### config.mk
export PLATFORM = sky130hd
export DESIGN_NAME = riscv_tag_trap_ctrl
export DESIGN_NICKNAME = d
export VERILOG_FILES = /design/src/rtl/riscv_tag_trap_ctrl_pkg.sv /design/src/rtl/riscv_tag_trap_ctrl_sat_counter.sv /design/src/rtl/riscv_tag_trap_ctrl.sv
export SDC_FILE = /design/constraint.sdc
export NUM_CORES = 1
export LEC_CHECK = 0
export CAP_MARGIN = 5
export CELL_PAD_IN_SITES_DETAIL_PLACEMENT = 0
export CELL_PAD_IN_SITES_GLOBAL_PLACEMENT = 1
export CORE_MARGIN = 2
export CORE_UTILIZATION = 31
export DETAILED_ROUTE_END_ITERATION = 8
export HOLD_SLACK_MARGIN = 0.06
export PLACE_DENSITY_LB_ADDON = 0.12
export SLEW_MARGIN = 15
export SYNTH_ARGS = -nofsm -noshare
export SYNTH_HDL_FRONTEND = slang
export SYNTH_SLANG_ARGS = --single-unit
### constraint.sdc
create_clock -name clk -period 4.07 [get_ports clk]
set_input_delay 0.814 -clock clk [delete_from_list [all_inputs] [get_ports clk]]
set_output_delay 0.814 -clock clk [all_outputs]
set_load 0.02 [all_outputs]
### src/rtl/riscv_tag_trap_ctrl_pkg.sv
`default_nettype none
// +----------------------------------------------------------------------+
// | riscv_tag_trap_ctrl_pkg                                              |
// | Shared types and cause-bit indices for the DIFT tag-trap controller. |
// | Rev 1.0                                                              |
// +----------------------------------------------------------------------+
package riscv_tag_trap_ctrl_pkg;

  typedef enum logic [1:0] {
    TT_IDLE = 2'd0,
    TT_HALT = 2'd1,
    TT_TRAP = 2'd2
  } tag_trap_state_e;

  localparam int TAG_CAUSE_S1 = 0;
  localparam int TAG_CAUSE_S2 = 1;
  localparam int TAG_CAUSE_D  = 2;
  localparam int TAG_CAUSE_PC = 3;

  // Per-operand violation mask in {pc,d,s2,s1} order.
  function automatic logic [3:0] tag_viol_mask(
    input logic chk_s1, input logic tag_s1,
    input logic chk_s2, input logic tag_s2,
    input logic chk_d,  input logic tag_d,
    input logic chk_pc, input logic tag_pc
  );
    logic [3:0] m;
    m               = 4'b0000;
    m[TAG_CAUSE_S1] = chk_s1 & tag_s1;
    m[TAG_CAUSE_S2] = chk_s2 & tag_s2;
    m[TAG_CAUSE_D]  = chk_d  & tag_d;
    m[TAG_CAUSE_PC] = chk_pc & tag_pc;
    return m;
  endfunction

endpackage
`default_nettype wire

### src/rtl/riscv_tag_trap_ctrl_sat_counter.sv
`default_nettype none
// +----------------------------------------------------------------------+
// | riscv_sat_counter                                                    |
// | Saturating up-counter with synchronous clear (clear has priority).   |
// | Rev 1.0                                                              |
// +----------------------------------------------------------------------+
module riscv_sat_counter #(
  parameter int WIDTH = 16
) (
  input  logic             clk,
  input  logic             rst,
  input  logic             inc,
  input  logic             clr,
  output logic [WIDTH-1:0] value
);

  logic [WIDTH-1:0] r_value;

  always_ff @(posedge clk) begin
    if (rst) begin
      r_value <= '0;
    end else if (clr) begin
      r_value <= '0;
    end else if (inc && (r_value != {WIDTH{1'b1}})) begin
      r_value <= r_value + 1'b1;
    end
  end

  assign value = r_value;

endmodule
`default_nettype wire

### src/rtl/riscv_tag_trap_ctrl.sv
`default_nettype none
// +----------------------------------------------------------------------+
// | riscv_tag_trap_ctrl                                                  |
// | Kills, drains and traps on DIFT tag-check violations in EX.          |
// | Rev 1.0                                                              |
// +----------------------------------------------------------------------+
module riscv_tag_trap_ctrl
  import riscv_tag_trap_ctrl_pkg::*;
#(
  parameter int DRAIN_CYCLES = 2,
  parameter int CNT_WIDTH    = 16
) (
  input  logic                 clk,
  input  logic                 rst,
  input  logic                 enable_i,
  input  logic                 ex_valid_i,
  input  logic                 check_s1_i,
  input  logic                 check_s2_i,
  input  logic                 check_d_i,
  input  logic                 check_pc_i,
  input  logic                 tag_s1_i,
  input  logic                 tag_s2_i,
  input  logic                 tag_d_i,
  input  logic                 tag_pc_i,
  input  logic [31:0]          ex_pc_i,
  input  logic [31:0]          ex_instr_i,
  input  logic                 trap_ack_i,
  input  logic                 clr_cnt_i,
  output logic                 kill_o,
  output logic                 halt_o,
  output logic                 trap_req_o,
  output logic [3:0]           cause_o,
  output logic [31:0]          epc_o,
  output logic [31:0]          einstr_o,
  output logic [CNT_WIDTH-1:0] viol_cnt_o
);

  localparam logic [3:0] c_drain_load = 4'(DRAIN_CYCLES - 1);

  tag_trap_state_e r_state;
  tag_trap_state_e w_next_state;
  logic [3:0]      r_drain;
  logic [3:0]      r_cause;
  logic [31:0]     r_epc;
  logic [31:0]     r_einstr;
  logic [3:0]      w_viol_mask;
  logic            w_viol;
  logic            w_accept;

  assign w_viol_mask = tag_viol_mask(check_s1_i, tag_s1_i, check_s2_i, tag_s2_i,
                                     check_d_i, tag_d_i, check_pc_i, tag_pc_i);
  assign w_viol      = ex_valid_i & enable_i & (|w_viol_mask);
  // Violations only count when the controller is free to respond.
  assign w_accept    = (r_state == TT_IDLE) & w_viol;

  always_ff @(posedge clk) begin
    if (rst) begin
      r_state <= TT_IDLE;
    end else begin
      r_state <= w_next_state;
    end
  end

  always_comb begin
    w_next_state = r_state;
    case (r_state)
      TT_IDLE: if (w_viol) w_next_state = TT_HALT;
      TT_HALT: if (r_drain == 4'd0) w_next_state = TT_TRAP;
      TT_TRAP: if (trap_ack_i) w_next_state = TT_IDLE;
      default: w_next_state = TT_IDLE;
    endcase
  end

  always_comb begin
    kill_o     = w_accept;
    halt_o     = (r_state == TT_HALT) || (r_state == TT_TRAP);
    trap_req_o = (r_state == TT_TRAP);
  end

  always_ff @(posedge clk) begin
    if (rst) begin
      r_drain  <= 4'd0;
      r_cause  <= 4'd0;
      r_epc    <= 32'd0;
      r_einstr <= 32'd0;
    end else if (w_accept) begin
      r_drain  <= c_drain_load;
      r_cause  <= w_viol_mask;
      r_epc    <= ex_pc_i;
      r_einstr <= ex_instr_i;
    end else if ((r_state == TT_HALT) && (r_drain != 4'd0)) begin
      r_drain  <= r_drain - 4'd1;
    end
  end

  assign cause_o  = r_cause;
  assign epc_o    = r_epc;
  assign einstr_o = r_einstr;

  riscv_sat_counter #(
    .WIDTH (CNT_WIDTH)
  ) u_viol_cnt (
    .clk   (clk),
    .rst   (rst),
    .inc   (w_accept),
    .clr   (clr_cnt_i),
    .value (viol_cnt_o)
  );

endmodule
`default_nettype wire

==> results_dict.tcl <==
set metrics [dict create \
    rr_startpoint "r_state[0]" \
    post-dp-hpwl_mm 6.57 \
    grt_first_pass_wirelength_mm 16.3 \
    remaining_drc_errors 0 \
    p_leak_nw 1.95 \
    dpl.cell_count 712 \
    synth_area_per_cell_sq_um 8.21 \
    clk_path_buf_depth 2 \
    crit_family "buffers and inverters" \
    hold_path.class "reg2reg" \
    holdPathStages 2 \
    viasPerCell 4.66 \
    syn_inst 430 \
    power_per_cell_area_nw_per_um2 383 \
    synth-seq-area-share 0.510 \
    yosysUniqueCellTypes 38 \
    synthFlopType "dfxtp_1" \
    fin_nets 666 \
    postCtsHoldBufs 0 \
    dieArea_sq_um 12300 \
    overflow 0 \
    initial_core_util 0.321 \
    die_h_um 111 \
    worstHoldStart "epc_o[17]" \
    final_common_cell "clkdlybuf4s50_1" \
    avgRoutedWirePerCell_um 13.3 \
    critPathKind "in2out" \
    cp.required_ns 3.26 \
    holdPathEnd "epc_o[17]" \
    rr_worst_depth 7 \
    synth_async_sr_flop_share 0 \
    clock-root-buffer "clkbuf_16" \
    synth_enable_flop_cells 0 \
    h-tree-depth 3 \
    diodes 0 \
    antenna_found_initial 0 \
    numPortBuffers 164 \
    report.final.setup_viol 0 \
    max_cap_viol_count 0 \
    synth-seq-cells 90 \
    layout_common_cells "clkdlybuf4s50_1, nand2_1, dfxtp_1" \
    die_width_um 111 \
    syn_area_sq_um 3530 \
    worst_pin_slew_ns 0.853 \
    core_area_sq_um 11000 \
    r2r_end "u_viol_cnt.value[10]" \
    cts_setup_buffers 0 \
    post-route-period-util 0.776 \
    fin_skew_ns 0.00543 \
    drt_pre_antenna_iters 4 \
    clock.fmax_ghz 0.317 \
    critPathMaxFanout 2 \
    post_dp_cell_area_sq_um 5240 \
    slew_headroom 0.432 \
    grt_usage 0.160 \
    status "completed" \
    cts.sinks 90 \
    rsz0062_at_grt "no" \
    io_pins 165 \
    peakVddDrop_mv 0.243 \
    row_count 38 \
    r2r_slack_ns 1.74 \
    grt_max_degree 82 \
    syn-num-nets 513 \
    crit_chain "clkdlybuf4s50_1 > a22o_2 > o2111ai_4 > inv_2 > clkdlybuf4s50_1" \
    start_kind "input port" \
    path_clk_slew_ns 0.06 \
    worst_path_largest_cell_delay_ns 0.53 \
    yosysWarnings 0 \
    stdcell_count 728 \
    period_needed_ns 3.16 \
    synthToLayoutAreaGrowth_pct 56.5 \
    slowest_stage "clkdlybuf4s50_1" \
    place.gp.congestion 0.754 \
    tritoncts.num_buffers 9 \
    final_area_sq_um 5530 \
    path_common_cell "clkdlybuf4s50_1" \
    grt_pass1_vias 3351 \
    fin_setup_tns_ns 0 \
    initialDrtViolationCount 139 \
    drt-total-wl_mm 9.72 \
    cp-end-kind "output pin" \
    ant_nets 0 \
    drv_slew 0 \
    final_layout_size_suffix_gt1_frac 0.0612 \
    cts_tree "built" \
    cts_resized 0 \
    path_buf_inv 3 \
    vias 3389 \
    hold_viol 0 \
    crit_arrival_ns 2.34 \
    insertion_delay_ns 0.33 \
]
-- state kept, by name (all words and copies together), names as in the netlist --
register,count
u_viol_cnt.value,16
cause_o,4
r_state,2
einstr_o,32
r_drain,4
epc_o,32
-- worst max-delay path by stage --
stage,slack [ns],start,to,cells after the start
after floorplan,1.46,check_d_i,kill_o,4
after global placement,0.91,check_d_i,kill_o,5
after detailed placement,0.91,check_d_i,kill_o,5
after CTS,0.90,check_d_i,kill_o,5
after global routing,0.85,check_d_i,kill_o,5
final,0.91,check_d_i,kill_o,5
-- metal layers --
layer / part of all wire / vias to the layer above / track usage
li1: - / 1735 / -
met1: 0.43 / 1541 / 0.194
met2: 0.46 / 106 / 0.249
met3: 0.10 / 7 / 0.0842
met4: 0.0080 / 0 / 0.0442
met5: 0 / - / 0
-- logic make-up (layout without fill, tap and decap cells) --
group / count (synthesis) / count (layout) / share of synthesized area
AND/OR/NAND/NOR: 196 / 196 / 0.245
AO/OA/AOI/OAI: 93 / 93 / 0.153
flip-flops: 90 / 90 / 0.510
buffers and inverters: 34 / 192 / 0.0440
XOR/XNOR: 11 / 11 / 0.0273
adder cells (fa/ha/maj): 5 / 5 / 0.0177
multiplexers: 1 / 1 / 0.00284
-- final cells by class --
cell class | instances | area, sq um
clock inverters | 4 | 26.3
repair buffers | 167 | 1660
multi-input cells | 306 | 1570
inverters | 9 | 33.8
clock buffers | 12 | 256
well taps | 140 | 175
fillers | 1089 | 5460
flip-flops and latches | 90 | 1800
-- synthesized netlist by cell type, drive strengths merged (2+ instances only) --
master  count  area share
nand3      10       0.014
dfxtp      90        0.51
or2         3      0.0053
clkbuf     15       0.016
inv         9      0.0096
a41o        2      0.0057
a31o        3      0.0074
nor4        5       0.017
xnor2      10       0.025
nor3        8       0.013
buf        10       0.018
nor2       21       0.022
a31oi       2      0.0035
nand4       3       0.013
ha          5       0.018
a21oi      77        0.11
nand2     141        0.15
a22o        2      0.0057
-- report_power, final --
part | leakage (nW) | switching, W | internal [W]
clock | 0.139 | 0.000336 | 0.000446
combinational | 1.08 | 0.000198 | 0.000185
sequential | 0.730 | 0.0000230 | 0.000926
total | 1.95 | 0.000557 | 0.00156
-- worst reg2reg max path, stage by stage (launching register included) --
cell and delay [ns]:
dfxtp_1 0.31, inv_1 0.10, ha_1 0.25, o2111ai_4 0.15, buf_4 0.40, nor4_1 0.65
a21oi_1 0.14, a31o_2 0.22
-- through the flow --
stage / utilization / power, W / hold slack, ns / setup WS, ns
floorplan: - / 0.00116 / 0.501 / 1.46
global placement: 0.477 / 0.00135 / 0.441 / 0.911
detailed placement: 0.477 / 0.00136 / 0.448 / 0.905
CTS: 0.503 / 0.00216 / 0.455 / 0.899
global route: 0.503 / 0.00223 / 0.475 / 0.846
finish: 0.503 / 0.00211 / 0.453 / 0.912
(Power assumes the default switching activity.)
